===== src/rtl/alu.sv =====
// Registered WIDTH-bit ALU: add/sub with carry/borrow, low-half multiply, AND.
// Optional macro ALU_ZERO_FLAG_EN adds a registered zero port (O == 0).
module alu #(
    parameter int WIDTH = 8
) (
    input  logic             clk,
    input  logic             rst_n,
    input  logic [WIDTH-1:0] A,
    input  logic [WIDTH-1:0] B,
    input  logic             c,
    input  logic [1:0]       sel,
    input  logic             in_valid,
    output logic [WIDTH-1:0] O,
    output logic             flag,
`ifdef ALU_ZERO_FLAG_EN
    output logic             zero,
`endif
    output logic             out_valid
);

    logic [WIDTH:0]     w_a_ext;
    logic [WIDTH:0]     w_b_ext;
    logic [WIDTH:0]     w_c_ext;
    logic [WIDTH:0]     w_sum;
    logic [WIDTH:0]     w_diff;
    logic [2*WIDTH-1:0] w_prod;
    logic [WIDTH-1:0]   w_res;
    logic               w_flag;

    logic [WIDTH-1:0]   r_o;
    logic               r_flag;
    logic               r_valid;
`ifdef ALU_ZERO_FLAG_EN
    logic               r_zero;
`endif

    assign w_a_ext = {1'b0, A};
    assign w_b_ext = {1'b0, B};
    assign w_c_ext = {{WIDTH{1'b0}}, c};
    assign w_sum   = w_a_ext + w_b_ext + w_c_ext;
    // Negative difference sets the extra top bit: that is the borrow.
    assign w_diff  = w_a_ext - w_b_ext - w_c_ext;
    assign w_prod  = {{WIDTH{1'b0}}, A} * {{WIDTH{1'b0}}, B};

    always_comb begin
        w_res  = '0;
        w_flag = 1'b0;
        unique case (sel)
            2'b00: begin
                w_res  = w_sum[WIDTH-1:0];
                w_flag = w_sum[WIDTH];
            end
            2'b01: begin
                w_res  = w_diff[WIDTH-1:0];
                w_flag = w_diff[WIDTH];
            end
            2'b10: begin
                w_res  = w_prod[WIDTH-1:0];
                w_flag = |w_prod[2*WIDTH-1:WIDTH];
            end
            2'b11: begin
                w_res  = A & B;
                w_flag = 1'b0;
            end
            default: begin
                w_res  = '0;
                w_flag = 1'b0;
            end
        endcase
    end

    always_ff @(posedge clk) begin
        if (!rst_n) begin
            r_o     <= '0;
            r_flag  <= 1'b0;
            r_valid <= 1'b0;
`ifdef ALU_ZERO_FLAG_EN
            r_zero  <= 1'b1;
`endif
        end else begin
            r_valid <= in_valid;
            if (in_valid) begin
                r_o    <= w_res;
                r_flag <= w_flag;
`ifdef ALU_ZERO_FLAG_EN
                r_zero <= (w_res == '0);
`endif
            end
        end
    end

    assign O         = r_o;
    assign flag      = r_flag;
    assign out_valid = r_valid;
`ifdef ALU_ZERO_FLAG_EN
    assign zero      = r_zero;
`endif

endmodule


===== config.mk =====
export PLATFORM = sky130hd
export DESIGN_NAME = alu
export DESIGN_NICKNAME = d
export VERILOG_FILES = /design/src/rtl/alu.sv
export SDC_FILE = /design/constraint.sdc
export NUM_CORES = 1
export LEC_CHECK = 0
export BUFFER_PORTS_ARGS = -buffer_cell sky130_fd_sc_hd__buf_2
export CAP_MARGIN = 5
export CORE_ASPECT_RATIO = 0.8
export CORE_MARGIN = 10
export CORE_UTILIZATION = 47
export CTS_BUF_LIST = sky130_fd_sc_hd__clkbuf_8
export DETAILED_ROUTE_END_ITERATION = 10
export GPL_TIMING_DRIVEN = 0
export PLACE_DENSITY_LB_ADDON = 0.05
export SYNTH_ARGS = -nofsm -noshare
export SYNTH_HDL_FRONTEND = slang
export SYNTH_SLANG_ARGS = --single-unit

===== constraint.sdc =====
create_clock -name clk -period 17 [get_ports clk]
set_clock_uncertainty 0.2 [all_clocks]
set_input_delay 3.4 -clock clk [delete_from_list [all_inputs] [get_ports clk]]
set_output_delay 3.4 -clock clk [all_outputs]
set_load 0.05 [all_outputs]

==> Implementation_results.wiki, run 1 <==
{| class="wikitable"
! Metric !! Value
|-
| Achievable frequency || 0.119 GHz
|-
| Relative slew margins || 0.625
|-
| Mapped Avg Cell Area || 8.44 sq um
|-
| Type of the worst setup path || input pin to flop
|-
| H-tree depth || 1
|-
| Die Span X || between 100 and 150 um
|-
| Hold Path Sink || O[0]
|-
| Total of hold buffers inserted after clock tree synthesis || 0
|-
| Period utilization || 0.494
|-
| Largest driver fanout on the critical path || 8
|-
| Average detailed-routed wire length per instance || 15.0 um
|-
| Die Ht || 98.9 um
|-
| Number of inserted filler cells in the final layout || 803
|-
| Cell count of the worst reg-to-reg path || 5
|-
| Instance area after placement || around 3900 sq um
|-
| Cell depth of the worst min-delay path || 2
|-
| Number of distinct standard cells referenced by the synthesized netlist || between 60 and 70
|-
| Max-slew violation total from the final report || 0
|-
| Endpoint arrival time on the critical path || 8.32 ns
|-
| Overflow left after global routing || 0
|-
| Total negative setup slack || 0 ns
|-
| Global-route wire length before repair || 14500 um
|-
| YS warnings || 0
|-
| Worst reg-to-reg setup slack || 15.05 ns
|-
| Number of buffers between clock root and the deepest sink || 2
|-
| GR Util met2 || 0.212
|-
| Vias after detailed routing || about 3000
|-
| Synthesized Nets || 553
|-
| CP endpoint kind || flop
|-
| Number of instances in the synthesized netlist || 433
|-
| Worst IR drop on VDD || 51.5 uV
|-
| Async S/R FF share, synth || 0
|-
| Total inserted antenna cells || 0
|-
| Dominant register cell in the synthesized netlist || sky130_fd_sc_hd__dfxtp_1
|-
| Transition time of the tightest slew-check pin || 0.557 ns
|-
| Share of layout cells above drive strength 1 || 0.135
|-
| Net count of the finished layout || 588
|-
| Post-Route Hold Slack || roughly 0.29 ns
|-
| Type of the worst min-delay path || flop to flop
|-
| Register cell area after layout || between 200 and 250 sq um
|-
| Resized cells post-CTS || 0
|-
| TritonCTS clock tree || yes
|-
| Outcome || complete, no violations
|-
| Number of synthesized flops with an enable pin || 0
|-
| Number of primary I/O pins || 32
|-
| Initial DRT Pass Iterations || 4
|-
| Detailed-placement wirelength estimate || 7420 um
|-
| Total die area || between 10000 and 15000 sq um
|-
| Worst flop-to-flop path startpoint || flag
|-
| Number of setup buffers added after CTS || 0
|-
| P_leak || 2.04 nW
|-
| Most Crowded Layer GR || met1
|-
| Final count of hold timing violations || 0
|-
| RSZ-0062 raised after global routing || false
|-
| Register bit total from synthesis || 10
|-
| Pin count of the biggest net entering global routing || 11
|-
| Routability Congestion || roughly 0.8
|-
| Post-route antenna net violation count || 0
|-
| Overall fraction of global-route tracks in use || 0.146
|-
| Worst-skew pair later-pin latency || roughly 0.24 ns
|-
| Number of sinks handled by clock tree synthesis || 10
|-
| Total clock buffers created by CTS || 3
|-
| Met3 Track Usage GR || 0.0211
|-
| Final routed wirelength across all metal layers || approximately 8500 um
|-
| End of the worst register-to-register path || flag
|-
| Layout-stage area growth over the synthesis result || 8.83%
|-
| Power density cells || 94.2 nW/um^2
|-
| Via count normalized by instance count || 5.30
|-
| Count of input and output buffers || 30
|-
| Vias in the first global route || 2958
|-
| Site row count || 28
|-
| Clock Tree Root || sky130_fd_sc_hd__clkbuf_8
|-
| Area of combinational cells with multiple inputs || 3070 sq um
|-
| Number of DRC markers after the initial detailed-route iteration || 128
|-
| Starting Density || 0.488
|-
| CP Data Required Time || 16.93 ns
|-
| Clk slew on worst S/H paths || 0.05 ns
|-
| Number of failing setup endpoints in the final timing report || 0
|-
| Finished layout cell area || 3980 sq um
|-
| Placeable core area || 7500 sq um
|-
| Remaining DRCs || 0
|-
| Final worst path period need || 8.39 ns
|-
| Initial antenna violation count || 0
|-
| Launching element type of the critical path || input pin
|-
| Maximum Capacitance Violations || 0
|-
| Synth Cell Area || 3660 sq um
|-
| Startpoint of the lowest-slack hold path || O[0]
|-
| Register area share after synthesis || 0.0548
|-
| Met1 track utilization from global routing || 0.227
|}
-- Yosys cell counts (2+ instances only) --
master,instances,share of area
sky130_fd_sc_hd__nand2b_2,2,0.0048
sky130_fd_sc_hd__o21a_1,2,0.0041
sky130_fd_sc_hd__a31oi_1,3,0.0051
sky130_fd_sc_hd__o31ai_1,2,0.0041
sky130_fd_sc_hd__nor3_1,5,0.0068
sky130_fd_sc_hd__fa_1,40,0.22
sky130_fd_sc_hd__dfxtp_1,10,0.055
sky130_fd_sc_hd__nor2b_1,3,0.0051
sky130_fd_sc_hd__inv_1,89,0.091
sky130_fd_sc_hd__a211oi_1,7,0.014
sky130_fd_sc_hd__o22ai_1,2,0.0034
sky130_fd_sc_hd__xor2_1,6,0.014
sky130_fd_sc_hd__o211ai_1,2,0.0041
sky130_fd_sc_hd__mux2i_1,8,0.022
sky130_fd_sc_hd__or4_1,2,0.0041
sky130_fd_sc_hd__and2b_2,3,0.0072
sky130_fd_sc_hd__a2111oi_4,2,0.015
sky130_fd_sc_hd__and2b_1,2,0.0041
sky130_fd_sc_hd__a311oi_1,3,0.0072
sky130_fd_sc_hd__o221ai_1,2,0.0048
sky130_fd_sc_hd__a21oi_1,12,0.016
sky130_fd_sc_hd__o21ai_0,9,0.012
sky130_fd_sc_hd__nand2_1,36,0.037
sky130_fd_sc_hd__ha_1,58,0.20
sky130_fd_sc_hd__nor2_1,34,0.035
sky130_fd_sc_hd__and2_1,19,0.033
sky130_fd_sc_hd__mux4_2,4,0.025
sky130_fd_sc_hd__xnor2_1,9,0.022
sky130_fd_sc_hd__clkbuf_1,3,0.0031
sky130_fd_sc_hd__nand2b_1,5,0.0086
sky130_fd_sc_hd__a21boi_0,2,0.0041
sky130_fd_sc_hd__nand3_1,2,0.0027
sky130_fd_sc_hd__nand4_1,4,0.0068
sky130_fd_sc_hd__a21o_1,5,0.010
sky130_fd_sc_hd__nor4_1,2,0.0034
sky130_fd_sc_hd__clkbuf_8,2,0.0075
sky130_fd_sc_hd__a211oi_2,3,0.010
-- critical path, cell delays in order --
cell and delay [ns]:
sky130_fd_sc_hd__buf_2 0.17, sky130_fd_sc_hd__clkbuf_1 0.38, sky130_fd_sc_hd__nand2_1 0.13, sky130_fd_sc_hd__fa_1 0.50, sky130_fd_sc_hd__fa_1 0.51, sky130_fd_sc_hd__fa_1 0.51, sky130_fd_sc_hd__fa_1 0.54, sky130_fd_sc_hd__inv_1 0.04
sky130_fd_sc_hd__ha_1 0.34, sky130_fd_sc_hd__nor2_2 0.19, sky130_fd_sc_hd__nor3_1 0.12, sky130_fd_sc_hd__a2111oi_4 0.39, sky130_fd_sc_hd__mux2i_1 0.28, sky130_fd_sc_hd__nand4_1 0.12, sky130_fd_sc_hd__or4_1 0.55, sky130_fd_sc_hd__o21a_1 0.14
-- cell usage in the layout, fill, tap and decap left out, drive strengths merged, types with 3 or more instances in the layout --
master	synthesis	layout
xor2	6	6
a21o	5	5
nor3	6	6
nand2	37	37
buf	1	31
a2111oi	4	4
fa	40	40
clkbuf	5	8
a311oi	3	3
and2b	5	5
ha	58	58
nand2b	7	7
o21ai	11	11
mux4	4	4
dfxtp	10	10
inv	89	89
mux2i	8	8
nor4	3	3
nor2	35	35
xnor2	9	9
a31oi	3	3
a21oi	12	12
nor2b	3	3
a211oi	10	10
and2	19	19
nand4	4	4
-- flip-flops by register name (all words and copies together) (netlist names) --
name,flops
out_valid,1
flag,1
O,8
-- report_power, final --
group / internal, W / switching, W
clock network: 0.0000155 / 0.00000957
registers: 0.0000260 / 0.00000113
logic: 0.000132 / 0.000190
-- worst max-delay path by stage --
stage          from  endpoint  slack (ns)  cells after the start
2_1_floorplan  A[1]      flag        9.07                     15
3_3_place_gp   A[1]      flag        8.31                     16
3_5_place_dp   A[1]      flag        8.32                     16
4_1_cts        A[1]      flag        8.54                     16
5_1_grt        A[1]      flag        8.25                     16
6_report       A[1]      flag        8.61                     16
-- layout make-up --
class,instances,area share
Buffer,6,0.0110
Multi-Input combinational cell,327,0.773
Tap cell,105,0.0330
Inverter,90,0.0849
Timing Repair Buffer,30,0.0377
Clock buffer,3,0.0104
Sequential cell,10,0.0503
-- kinds of logic after synthesis --
logic type	after synthesis	synth area share
fa+ha+maj	98	0.418
mux	12	0.0465
flops	10	0.0548
xor+xnor	15	0.0359
simple gates	133	0.191
compound gates	69	0.150
buf+inv	96	0.104
-- through the flow --
step / util / total power (W) / worst slack [ns] / instances
detailed placement: 0.525 / 0.000350 / 8.32 / 568
global placement: 0.525 / 0.000347 / 8.31 / 568
finish: 0.531 / 0.000375 / 8.61 / 571
CTS: 0.531 / 0.000379 / 8.54 / 571
global route: 0.531 / 0.000420 / 8.25 / 571
floorplan: - / 0.000283 / 9.07 / 433
-- per-layer routing --
layer	up-vias	part of all wire
met4	0	0
met3	0	0.060
met5	-	0
met2	62	0.41
li1	1506	-
met1	1460	0.53
No activity file was read; power rests on OpenSTA's default activity.
==> inputs of run 2 (changes only) <==
--- a/config.mk
+++ b/config.mk
@@ -5,6 +5,7 @@
 export SDC_FILE = /design/constraint.sdc
 export NUM_CORES = 1
 export LEC_CHECK = 0
+export ABC_AREA = 1
 export BUFFER_PORTS_ARGS = -buffer_cell sky130_fd_sc_hd__buf_2
 export CAP_MARGIN = 5
 export CORE_ASPECT_RATIO = 0.8
==> constraint.sdc (replaced) <==
create_clock -name clk -period 7.55 [get_ports clk]
set_clock_uncertainty 0.2 [all_clocks]
set_input_delay 1.51 -clock clk [delete_from_list [all_inputs] [get_ports clk]]
set_output_delay 1.51 -clock clk [all_outputs]
set_load 0.05 [all_outputs]
==> Implementation_results.wiki, run 2 <==
{| class="wikitable"
! Metric !! Value
|-
| Routability Congestion || 0.916
|-
| Most common cell after layout, fill and taps aside || sky130_fd_sc_hd__nand2_1
|-
| Launching element type of the critical path || input pin
|-
| Register bit total from synthesis || 10
|-
| Relative slew margins || 0.685
|-
| CP Data Required Time || 7.47 ns
|-
| Type of the worst min-delay path || flop to flop
|-
| Async S/R FF share, synth || 0
|-
| Initial DRT Pass Iterations || 5
|-
| Number of synthesized flops with an enable pin || 0
|-
| Critical Path, Cell by Cell || buf_2 > clkbuf_1 > nand2_1 > fa_1 > fa_1 > fa_1 > fa_1 > inv_1 > ha_1 > nand2_1 > nor2_1 > nand2_1 > nand2_1 > nand2_1 > nand2_1 > nand2_1 > nor2_1 > nand3_1 > nand2_1 > a21oi_1
|-
| Compound-Gate Fraction of Synth Area || 0.0926
|-
| Xor/xnor cell area share of the yosys netlist || 0.00933
|-
| Site row count || 29
|-
| Multiplexer share of the synthesized area || 0
|-
| Synth Cell Area || around 3800 sq um
|-
| Post-synth top area share || 0.213
|-
| Dominant register cell in the synthesized netlist || sky130_fd_sc_hd__dfxtp_1
|-
| Average detailed-routed wire length per instance || 13.0 um
|-
| Max-slew violation total from the final report || 0
|-
| WL met1 || 4810 um
|-
| Via count normalized by instance count || 4.98
|-
| Resized cells post-CTS || 0
|-
| Layout-stage area growth over the synthesis result || 8.83%
|-
| Vias in the first global route || 3313
|-
| Number of buffers between clock root and the deepest sink || 2
|-
| Most repeated cell in the gate-level netlist after synthesis || sky130_fd_sc_hd__nand2_1
|-
| Number of failing setup endpoints in the final timing report || 0
|-
| Most frequent cells in the layout || sky130_fd_sc_hd__nand2_1, sky130_fd_sc_hd__inv_1, sky130_fd_sc_hd__ha_1
|-
| Number of primary I/O pins || 32
|-
| Starting Density || 0.479
|-
| Remaining DRCs || 0
|-
| Placeable core area || just under 8000 sq um
|-
| Total met3 wirelength after detailed routing || 751 um
|-
| Number of flip-flops under the largest register name || 8
|-
| Register area share after synthesis || 0.0533
|-
| Number of instances in the synthesized netlist || 586
|-
| Power density cells || between 150 and 200 nW/um^2
|-
| YS warnings || 0
|-
| Largest driver fanout on the critical path || 9
|-
| Mapped Avg Cell Area || 6.41 sq um
|-
| RSZ-0062 raised after global routing || false
|-
| Slowest cell on the critical path || sky130_fd_sc_hd__fa_1
|-
| Most numerous cell types in the synthesized netlist || sky130_fd_sc_hd__nand2_1, sky130_fd_sc_hd__inv_1, sky130_fd_sc_hd__ha_1
|-
| Number of DRC markers after the initial detailed-route iteration || between 200 and 250
|-
| Top cells by area in the synthesized netlist || sky130_fd_sc_hd__fa_1, sky130_fd_sc_hd__ha_1, sky130_fd_sc_hd__nand2_1
|-
| Core Util, Final || 0.521
|-
| P_leak || about 2.5 nW
|-
| Overflow left after global routing || 0
|-
| CP endpoint kind || flop
|-
| Global-route wire length before repair || 16100 um
|-
| Number of sinks handled by clock tree synthesis || 10
|-
| Total clock buffers created by CTS || 3
|-
| TritonCTS clock tree || yes
|-
| Period utilization || 0.787
|-
| Vias after detailed routing || 3622
|-
| Total inserted antenna cells || 0
|-
| Maximum Capacitance Violations || 0
|-
| Main combinational cell family by area after synthesis || adder cells
|-
| Type of the worst setup path || input pin to flop
|-
| Synthesized Nets || 706
|-
| Post-route antenna net violation count || 0
|-
| Count of input and output buffers || 31
|-
| Arithmetic-cell share of the synthesized area counting full adders, half adders and majority gates || 0.407
|-
| Share of layout cells above drive strength 1 || 0.0742
|-
| Number of setup buffers added after CTS || 0
|-
| Buffering stage count on the worst path with inverters included || 3
|-
| Post-synthesis simple-gate area fraction || 0.264
|-
| Overall fraction of global-route tracks in use || 0.160
|-
| H-tree depth || 1
|-
| Critical Path Most Common Cell || sky130_fd_sc_hd__nand2_1
|-
| Die Ht || 99.9 um
|-
| Clock Tree Root || sky130_fd_sc_hd__clkbuf_8
|-
| Worst-skew pair later-pin latency || 0.23 ns
|-
| Total of hold buffers inserted after clock tree synthesis || 0
|-
| Final worst path period need || 5.94 ns
|-
| Transition time of the tightest slew-check pin || around 0.46 ns
|-
| Amount of wire on met2 after detailed routing || 3880 um
|-
| Worst IR drop on VDD || 87.2 uV
|-
| Achievable frequency || 0.168 GHz
|-
| Net count of the finished layout || 742
|-
| Pin count of the biggest net entering global routing || 11
|-
| Detailed-placement wirelength estimate || 8330 um
|-
| Highest layer used for signal routing || met3
|-
| Endpoint arrival time on the critical path || 5.86 ns
|-
| Initial antenna violation count || 0
|-
| Total negative setup slack || 0 ns
|-
| Outcome || complete, no violations
|-
| Most area-hungry cell type in the Yosys netlist || sky130_fd_sc_hd__fa_1
|-
| Final routed wirelength across all metal layers || roughly 9400 um
|-
| Die Span X || 120 um
|-
| Clk slew on worst S/H paths || 0.05 ns
|-
| Total die area || 12000 sq um
|-
| Top delay family on crit path || adder cells
|-
| Final count of hold timing violations || 0
|-
| Number of distinct standard cells referenced by the synthesized netlist || 34
|-
| Largest incremental delay on the critical path || approximately 0.54 ns
|}
## run 2: area by class of cell
| class | instances | area [sq um] |
|---|---|---|
| Clock buffer | 3 | 41.3 |
| Timing Repair Buffer | 31 | 155 |
| Buffer | 12 | 46.3 |
| Multi-Input combinational cell | 402 | 2900 |
| Tap cell | 108 | 135 |
| Fill cell | 848 | 3750 |
| Sequential cell | 10 | 200 |
| Inverter | 162 | 608 |
## run 2: power breakdown
part | total (W) | internal [W] | switching (W)
Clock | 0.0000534 | 0.0000347 | 0.0000187
Combinational | 0.000655 | 0.000230 | 0.000425
Sequential | 0.0000599 | 0.0000580 | 0.00000190
## run 2: kinds of logic (layout without fill, tap and decap cells)
family	Yosys count	count (layout)
and+or+nand+nor	239	239
adders and majority gates	98	98
buffers and inverters	174	208
xor gates and xnor gates	4	4
AOI/OAI and AO/OA	61	61
DFF	10	10
## run 2: path summary, 6_finish.rpt
kind | start | endpoint | slack [ns] | cells past startpoint
worst max-delay path | A[1] | flag | 1.61 | 20
worst min-delay path | O[3] | O[3] | 0.26 | 2
worst max register to register | O[1] | O[1] | 6.65 | 3
worst min register to register | O[3] | O[3] | 0.26 | 2
## run 2: layer usage
metal	GRT usage	vias up
met5	0	-
li1	-	1843
met2	0.235	106
met4	0.00370	0
met1	0.246	1673
met3	0.0297	0
## run 2: worst reg2reg max path, delay by kind of cell (launching register included)
family | cells | cell delay [ns]
AOI/OAI and AO/OA | 2 | 0.27
DFF | 1 | 0.30
buffers and inverters | 1 | 0.03
## run 2: per-stage QoR
stage          hold slack [ns]  instances  setup WS [ns]  cell area (sq um)  power, W
6_report                 0.262        728           1.61               4090  0.000768
5_1_grt                  0.304        728           1.33               4090  0.000870
4_1_cts                  0.261        728           1.62               4090  0.000768
3_5_place_dp             0.253        725           1.38               4050  0.000705
3_3_place_gp             0.253        725           1.41               4050  0.000702
2_1_floorplan            0.483        586           2.19               3750  0.000550
